[config.mk]
export PLATFORM = sky130hd
export DESIGN_NAME = bcd_ex3_seq_ctrl_flat
export DESIGN_NICKNAME = d
export VERILOG_FILES = /design/src/rtl/bcd_ex3_seq_ctrl_pkg.sv /design/src/rtl/bcd_ex3_seq_ctrl_if.sv /design/src/rtl/bcd_ex3_seq_ctrl_digit.sv /design/src/rtl/bcd_ex3_seq_ctrl.sv /design/src/flat_wrapper.sv
export SDC_FILE = /design/constraint.sdc
export NUM_CORES = 1
export LEC_CHECK = 0
export CAP_MARGIN = 20
export CORE_MARGIN = 5
export CORE_UTILIZATION = 44
export DETAILED_ROUTE_END_ITERATION = 10
export PLACE_DENSITY_LB_ADDON = 0.3
export SLEW_MARGIN = 25
export SYNTH_ARGS = -nofsm -noshare
export SYNTH_HDL_FRONTEND = slang
export SYNTH_HIERARCHICAL = 1
export SYNTH_SLANG_ARGS = --single-unit
export TNS_END_PERCENT = 30
[constraint.sdc]
create_clock -name clk -period 1.3 [get_ports clk]
set_input_delay 0.26 -clock clk [delete_from_list [all_inputs] [get_ports clk]]
set_output_delay 0.26 -clock clk [all_outputs]
set_load 0.05 [all_outputs]
[src/rtl/bcd_ex3_seq_ctrl_pkg.sv]
// bcd_ex3_pkg: shared FSM state type and BCD/excess-3 constants for the sequencer.
package bcd_ex3_pkg;
    typedef enum logic [1:0] {IDLE, CONV, DONE} state_t;
    localparam logic [3:0] BCD_MAX     = 4'd9;
    localparam logic [3:0] EX3_OFFSET  = 4'd3;
    localparam logic [3:0] EX3_INVALID = 4'h0;
endpackage

[src/rtl/bcd_ex3_seq_ctrl_if.sv]
// bcd_ex3_seq_ctrl_if: producer/consumer handshake bundle; master = environment, slave = sequencer.
interface bcd_ex3_seq_ctrl_if #(parameter int NDIG = 4);
    logic                in_valid;
    logic                in_ready;
    logic [4*NDIG-1:0]   in_bcd;
    logic                out_valid;
    logic                out_ready;
    logic [4*NDIG-1:0]   out_ex3;
    logic                out_err;
    logic [NDIG-1:0]     out_err_mask;
    logic                busy;
    modport master (output in_valid, in_bcd, out_ready,
                    input  in_ready, out_valid, out_ex3, out_err, out_err_mask, busy);
    modport slave  (input  in_valid, in_bcd, out_ready,
                    output in_ready, out_valid, out_ex3, out_err, out_err_mask, busy);
endinterface

[src/rtl/bcd_ex3_seq_ctrl_digit.sv]
// bcd_ex3_digit: combinational single-digit BCD to excess-3 converter with invalid flag.
module bcd_ex3_digit
    import bcd_ex3_pkg::*;
(
    input  logic [3:0] d,
    output logic [3:0] ex3,
    output logic       invalid
);
    assign invalid = d > BCD_MAX;
    assign ex3     = invalid ? EX3_INVALID : d + EX3_OFFSET;
endmodule

[src/rtl/bcd_ex3_seq_ctrl.sv]
// bcd_ex3_seq_ctrl: digit-serial BCD to excess-3 word converter; BCD_EX3_ERRCNT_EN adds a saturating error-word counter.
module bcd_ex3_seq_ctrl
    import bcd_ex3_pkg::*;
#(
    parameter int NDIG = 4
) (
    input  logic                 clk,
    input  logic                 rst,
    bcd_ex3_seq_ctrl_if.slave    bus
`ifdef BCD_EX3_ERRCNT_EN
    ,
    output logic [7:0]           err_count
`endif
);
    localparam int W  = 4 * NDIG;
    localparam int IW = NDIG > 1 ? $clog2(NDIG) : 1;

    state_t          state, state_n;
    logic [IW-1:0]   idx;
    logic [W-1:0]    sh, res, res_n;
    logic [NDIG-1:0] mask, mask_n;
    logic [3:0]      dig_ex3;
    logic            dig_inv;
    logic            accept, deliver, last;

    bcd_ex3_digit u_digit (.d(sh[3:0]), .ex3(dig_ex3), .invalid(dig_inv));

    assign accept  = state == IDLE && bus.in_valid;
    assign deliver = state == DONE && bus.out_ready;
    assign last    = idx == IW'(NDIG - 1);
    // converted digits enter at the top so digit 0 lands in bits [3:0] after NDIG shifts
    assign res_n   = W'({dig_ex3, res} >> 4);
    assign mask_n  = NDIG'({dig_inv, mask} >> 1);

    always_comb begin
        state_n = state;
        state_n = accept                  ? CONV :
                  (state == CONV && last) ? DONE :
                  deliver                 ? IDLE : state;
    end

    always_ff @(posedge clk) begin
        if (rst)
            state <= IDLE;
        else
            state <= state_n;
    end

    always_ff @(posedge clk) begin
        if (rst) begin
            idx  <= '0;
            sh   <= '0;
            res  <= '0;
            mask <= '0;
        end else if (accept) begin
            idx  <= '0;
            sh   <= bus.in_bcd;
            res  <= '0;
            mask <= '0;
        end else if (state == CONV) begin
            idx  <= last ? '0 : idx + IW'(1);
            sh   <= sh >> 4;
            res  <= res_n;
            mask <= mask_n;
        end
    end

    assign bus.in_ready     = state == IDLE;
    assign bus.out_valid    = state == DONE;
    assign bus.busy         = state != IDLE;
    assign bus.out_ex3      = res;
    assign bus.out_err_mask = mask;
    assign bus.out_err      = |mask;

`ifdef BCD_EX3_ERRCNT_EN
    always_ff @(posedge clk) begin
        if (rst)
            err_count <= '0;
        else if (deliver && bus.out_err && err_count != 8'hFF)
            err_count <= err_count + 8'd1;
    end
`endif
endmodule

[src/flat_wrapper.sv]
// flat-port wrapper written by rule: the top's interface ports become plain ports
module bcd_ex3_seq_ctrl_flat import bcd_ex3_pkg::*;
#(
    parameter int NDIG = 4
)
  (clk, rst, bus_in_valid, bus_in_bcd, bus_out_ready, bus_in_ready, bus_out_valid, bus_out_ex3, bus_out_err, bus_out_err_mask, bus_busy);
  bcd_ex3_seq_ctrl_if #(.NDIG(NDIG)) bus_i ();
  input  logic clk;
  input  logic rst;
  input wire logic [$bits(bus_i.in_valid)-1:0] bus_in_valid;
  input wire logic [$bits(bus_i.in_bcd)-1:0] bus_in_bcd;
  input wire logic [$bits(bus_i.out_ready)-1:0] bus_out_ready;
  output wire logic [$bits(bus_i.in_ready)-1:0] bus_in_ready;
  output wire logic [$bits(bus_i.out_valid)-1:0] bus_out_valid;
  output wire logic [$bits(bus_i.out_ex3)-1:0] bus_out_ex3;
  output wire logic [$bits(bus_i.out_err)-1:0] bus_out_err;
  output wire logic [$bits(bus_i.out_err_mask)-1:0] bus_out_err_mask;
  output wire logic [$bits(bus_i.busy)-1:0] bus_busy;
  assign bus_i.in_valid = bus_in_valid;
  assign bus_i.in_bcd = bus_in_bcd;
  assign bus_i.out_ready = bus_out_ready;
  assign bus_in_ready = bus_i.in_ready;
  assign bus_out_valid = bus_i.out_valid;
  assign bus_out_ex3 = bus_i.out_ex3;
  assign bus_out_err = bus_i.out_err;
  assign bus_out_err_mask = bus_i.out_err_mask;
  assign bus_busy = bus_i.busy;
  bcd_ex3_seq_ctrl #(.NDIG(NDIG)) u_core (.clk(clk), .rst(rst), .bus(bus_i));
endmodule
## After elaboration in Yosys (flattened, before gate mapping)

Index checks and enable logic that the tools add are counted.

| storage, ports and cells | value |
|---|---|
| flip-flop bits (word level) | 40 |
| output and inout port bits | 24 |
| word-level logic and storage cells | 29 |
| input bits | 20 |

| operators by class | value |
|---|---|
| $add $sub $neg | 2 |
| eq/ne operators | 3 |
| reduce and logical (&&, ||, !) cells | 10 |
| magnitude comparators | 1 |
| mux-type cells | 7 |

Operators by type and width:

| kind | count |
|---|---|
| 2-to-1 mux 16 bit | 2 |
| 2-to-1 mux 2 bit | 3 |
| nonzero test 2 bit | 3 |
| adder 4 x 2 -> 4 bit, second input constant | 1 |
| equality test 2 bit, second input constant | 2 |
| > comparator 4 bit, second input constant | 1 |
| 2-to-1 mux 4 bit | 1 |
| OR reduction 4 bit | 1 |
| logical AND 1 bit | 3 |
| nonzero test 3 bit | 1 |
| adder 2 x 1 -> 2 bit, second input constant | 1 |
| equality test 2 x 1 -> 1 bit, second input constant | 1 |
| logical NOT 2 bit | 1 |
| OR reduction 2 bit | 1 |
| 2-to-1 mux 1 bit | 1 |

## Logic depth before layout (Yosys ltp)

Gate-level depths: netlist (run 1).

| logic depth | value |
|---|---|
| depth in word-level cells | 5 |
| gate-level depth with buffers | 6 |
| mapped depth without buffers | 6 |

## Hierarchy

The synthesis (run 1) kept the hierarchy.

Modules (own cells, without submodules):

| module | sequential area each (µm²) | cells an instance | area an instance (µm²) | instances |
|---|---|---|---|---|
| bcd_ex3_seq_ctrl | 800.8 | 196 | 1720.4 | 1 |
| bcd_ex3_digit | 0.0 | 13 | 103.8 | 1 |

## Least setup slack after synthesis (run 1)

OpenSTA, ideal clock, no wires.

| timing | value |
|---|---|
| path kind | reg-to-output |
| start | register u_core.mask[3], in the netlist u_core/bus.out_err_mask[3] |
| end | output bus_out_err |
| setup slack | -267 ps |
| buffers on the path | 0 |
| arrival time | 1307 ps |
| required time | 1040 ps |
| stages on the path, launching flop included | 2 |
| cell sequence | dfxtp_1 > or4_1 |

| on the way | value |
|---|---|
| longest elaborated chain between the ends | 1 |

Ends and longest elaborated chain:

| item | line | text |
|---|---|---|
| from (decl) | bcd_ex3_seq_ctrl.sv:21 | `logic [NDIG-1:0] mask, mask_n;` |
| from (signal assigned) | bcd_ex3_seq_ctrl.sv:64 | `mask <= mask_n;` |
| OR reduction 4 bit | bcd_ex3_seq_ctrl.sv:73 | `assign bus.out_err = \|mask;` |
| to (decl) | flat_wrapper.sv:16 | `output wire logic [$bits(bus_i.out_err)-1:0] bus_out_err;` |

No other way between the ends.

## Final worst setup path (run 1)

Same ends and word-level chain as after synthesis.

==> results of run 1 <==
-- layer usage --
layer | track usage (%) | up-vias | wire (um)
li1 | - | 856 | -
met1 | 19.5 | 852 | 2020
met2 | 30.2 | 56 | 3020
met3 | 4.19 | 13 | 252
met4 | 5.34 | 0 | 113
met5 | 0 | - | 0
-- per-stage QoR --
stage / power, mW / hold WS, ns / instances / cell area [um2] / TNS, ns
floorplan: 1.67 / 0.396 / 209 / 1830 / -0.234
global placement: 1.88 / 0.448 / 313 / 2660 / -11.11
detailed placement: 1.89 / 0.459 / 313 / 2660 / -11.40
CTS: 2.95 / 0.470 / 325 / 2840 / -0.455
global route: 3.18 / 0.490 / 331 / 3070 / -1.57
finish: 3.05 / 0.469 / 331 / 3070 / -0.695
-- final cells by class --
| class | instances | area (um2) |
|---|---|---|
| multi-input cells | 152 | 1040 |
| repair buffers | 77 | 1020 |
| fillers | 250 | 932 |
| flip-flops and latches | 40 | 811 |
| clock buffers | 5 | 68.8 |
| well taps | 50 | 62.6 |
| clock inverters | 3 | 46.3 |
| inverters | 4 | 18.8 |
-- sequential cells by signal, indices dropped and copies added (netlist names) --
signal	flops
u_core/bus.out_err_mask	4
u_core/bus.out_ex3	16
u_core/idx	2
u_core/sh	16
u_core/state	2
-- placed cells by master (no fill, tap or decap), types with 4 or more instances in the layout --
cell / synthesis / final
sky130_fd_sc_hd__a211oi_2: 7 / 8
sky130_fd_sc_hd__a21oi_1: 36 / 25
sky130_fd_sc_hd__a21oi_2: 0 / 10
sky130_fd_sc_hd__buf_12: 0 / 25
sky130_fd_sc_hd__buf_4: 3 / 20
sky130_fd_sc_hd__buf_6: 4 / 10
sky130_fd_sc_hd__clkbuf_8: 0 / 5
sky130_fd_sc_hd__clkdlybuf4s50_1: 0 / 18
sky130_fd_sc_hd__dfxtp_1: 40 / 36
sky130_fd_sc_hd__nand2_1: 54 / 54
sky130_fd_sc_hd__nand3_2: 4 / 4
sky130_fd_sc_hd__nor2_1: 9 / 8
sky130_fd_sc_hd__nor2_2: 5 / 6
sky130_fd_sc_hd__nor2b_1: 5 / 4
-- worst paths after layout --
kind,from,to,slack [ns]
min reg2reg,u_core/sh[14],u_core/sh[14],0.47
max reg2reg,u_core/state[1],u_core/sh[6],-0.08
min,u_core/sh[14],u_core/sh[14],0.47
max,u_core/bus.out_err_mask[3],bus_out_err,-0.28
-- what timing repair did --
action / in CTS / in global routing
pin swaps: 2 / 13
resized for setup: 14 / 37
endpoints found under the setup margin: 23 / 42
setup buffers: 4 / 3
gates cloned: 0 / 3
-- critical path: cells and delay by family (launching register included) --
family                 cells  cell delay, ns
DFF                        1            0.33
and+or+nand+nor            1            0.53
buffers and inverters      1            0.17
-- kinds of logic after synthesis --
family | count (synthesis) | share of synthesized area (%)
buffers and inverters | 18 | 6.93
AO/OA/AOI/OAI | 57 | 20.9
XOR/XNOR | 1 | 0.480
adder cells (fa/ha/maj) | 3 | 2.06
multiplexers | 2 | 1.10
flip-flops | 40 | 43.9
AND/OR/NAND/NOR | 88 | 24.6
-- power by group through the flow --
stage	sequential, mW	combinational [mW]	clock (mW)
after detailed placement	1.35	0.538	0
after global placement	1.35	0.531	0
after floorplan	1.38	0.294	0
after CTS	1.32	0.571	1.06
after global routing	1.34	0.733	1.11
final	1.33	0.684	1.04
==> impl_metrics.ini, run 1 <==
[layout]
utilization_pct = 76.7
finish.net_count = 303
area_growth_pct = 68.2
num_antenna_cells = 0
drive_gt1_share_pct = 42.0

[detailed_routing]
detailedRoute.firstIterationViolations = 109
antenna_violating_nets_post_route = 0
routed_via_density = 5.37
drtPass1Iterations = 4
drt-total-wl_um = 5410
remaining_drc_errors = 0
detail_route.wl_per_cell_um = 16.3
via_count = 1777

[clock_network]
cts.clk_slew.worst_paths_ns = 0.08
cts.hold.buffers_added = 0
ctsLongestPathBuffers = 2
tritoncts = built
clock_latency_ns = 0.29
cts-root-buf = sky130_fd_sc_hd__clkbuf_8
cts.htree.levels = 2
clock_sink_count = 40
numCtsBuffers = 5

[critical_path]
timing.critical_path.slowest_stage_cell = sky130_fd_sc_hd__or4_4
highest_net_fanout_along_the_worst_path = 2
critical_path.max_stage_delay_ns = 0.53
arrival_ns = 1.32
cp-start-kind = flop
r2r.worst_path.cells = 5
crit_required_ns = 1.04
critical_path.endpoint_type = output port
crit_chain = or4_4, buf_8
path_class = reg2out

[global_routing]
grt_pass1_wl_um = 7230
grt_util_all_layers_pct = 16.8
gr-total-overflow = 0
number_of_antenna_violations_at_the_first_check_in_global_routing = 0
pin_count_of_the_biggest_net_entering_global_routing = 23
grt_pass1_vias = 1619

[placement]
placement.io_buffers = 43
dpl_worst_slack_ns = -0.377
place_congestion = 0.835
hpwl_um = 3050

[timing]
fin_worst_skew_ns = 0.00620
finalHoldViolations = 0
timing.final.ws_setup_ns = -0.275
period_minus_slack_ns = 1.58
grt_setup_unrepaired = true
worst_pin_slew_ns = 0.323
post-route-period-util_pct = 121
timing.max_slew.rel_slack_pct = 78.4
final-max-slew-violation-count = 0
final-setup-viol-count = 13
clock.fmax_ghz = 0.635

[floorplan]
pin_count = 44
die_area_um2 = 5530
initial_core_util_pct = 45.6
die_w_um = 74.4
std_cell_rows = 23
coreArea_um2 = 4000
dieHeight_um = 74.4

[synthesis]
area_fraction_of_the_dominant_cell_type_after_synthesis_pct = 43.9
yosysWarningCount = 6
count_of_flip_flops_with_a_built_in_enable_after_synthesis = 0
synth_area_um2 = 1820
yosysSeqAreaShare_pct = 43.9
synth.avg_cell_area_um2 = 8.73
post-synth-top-count-cell = sky130_fd_sc_hd__nand2_1
dominantRegCellSynth = sky130_fd_sc_hd__dfxtp_1
syn-instance-count = 209
synthDominantAreaCellType = sky130_fd_sc_hd__dfxtp_1
syn_nets = 232
post_synth_most_frequent_cells = sky130_fd_sc_hd__nand2_1, sky130_fd_sc_hd__dfxtp_1, sky130_fd_sc_hd__a21oi_1
synth.distinct_cells = 34
asyncSetResetFlopFracSynth_pct = 0
netlist_top_cells_area = sky130_fd_sc_hd__dfxtp_1, sky130_fd_sc_hd__nand2_1, sky130_fd_sc_hd__a21oi_1, sky130_fd_sc_hd__a211oi_2, sky130_fd_sc_hd__buf_6
synth_seq_cells = 40

[pwr]
vdd_ir_drop_max_v = 0.000956
pwr-share-seq_pct = 43.6
power_switching_mw = 0.853
p_int_mw = 2.20
clock_power_share_pct = 34.0
pwr-share-comb_pct = 22.4
leakage_nw = 1.14
power_density_nw_per_um2 = 995
power.share.switching_pct = 28.0

[worst_hold_path]
worst_hold_path.num_cells = 2
worstHoldPathType = reg2reg

[outcome]
violations = negative setup slack
status = finished, violations left

[job]
maxCapViolations = 0
(Power assumes the default switching activity.)
==> inputs of run 2 (changes only) <==
Settings changed: SLEW_MARGIN 25 to not set.
==> results of run 2 <==
The final DEF is identical to that of run 1; final timing and power are the same.
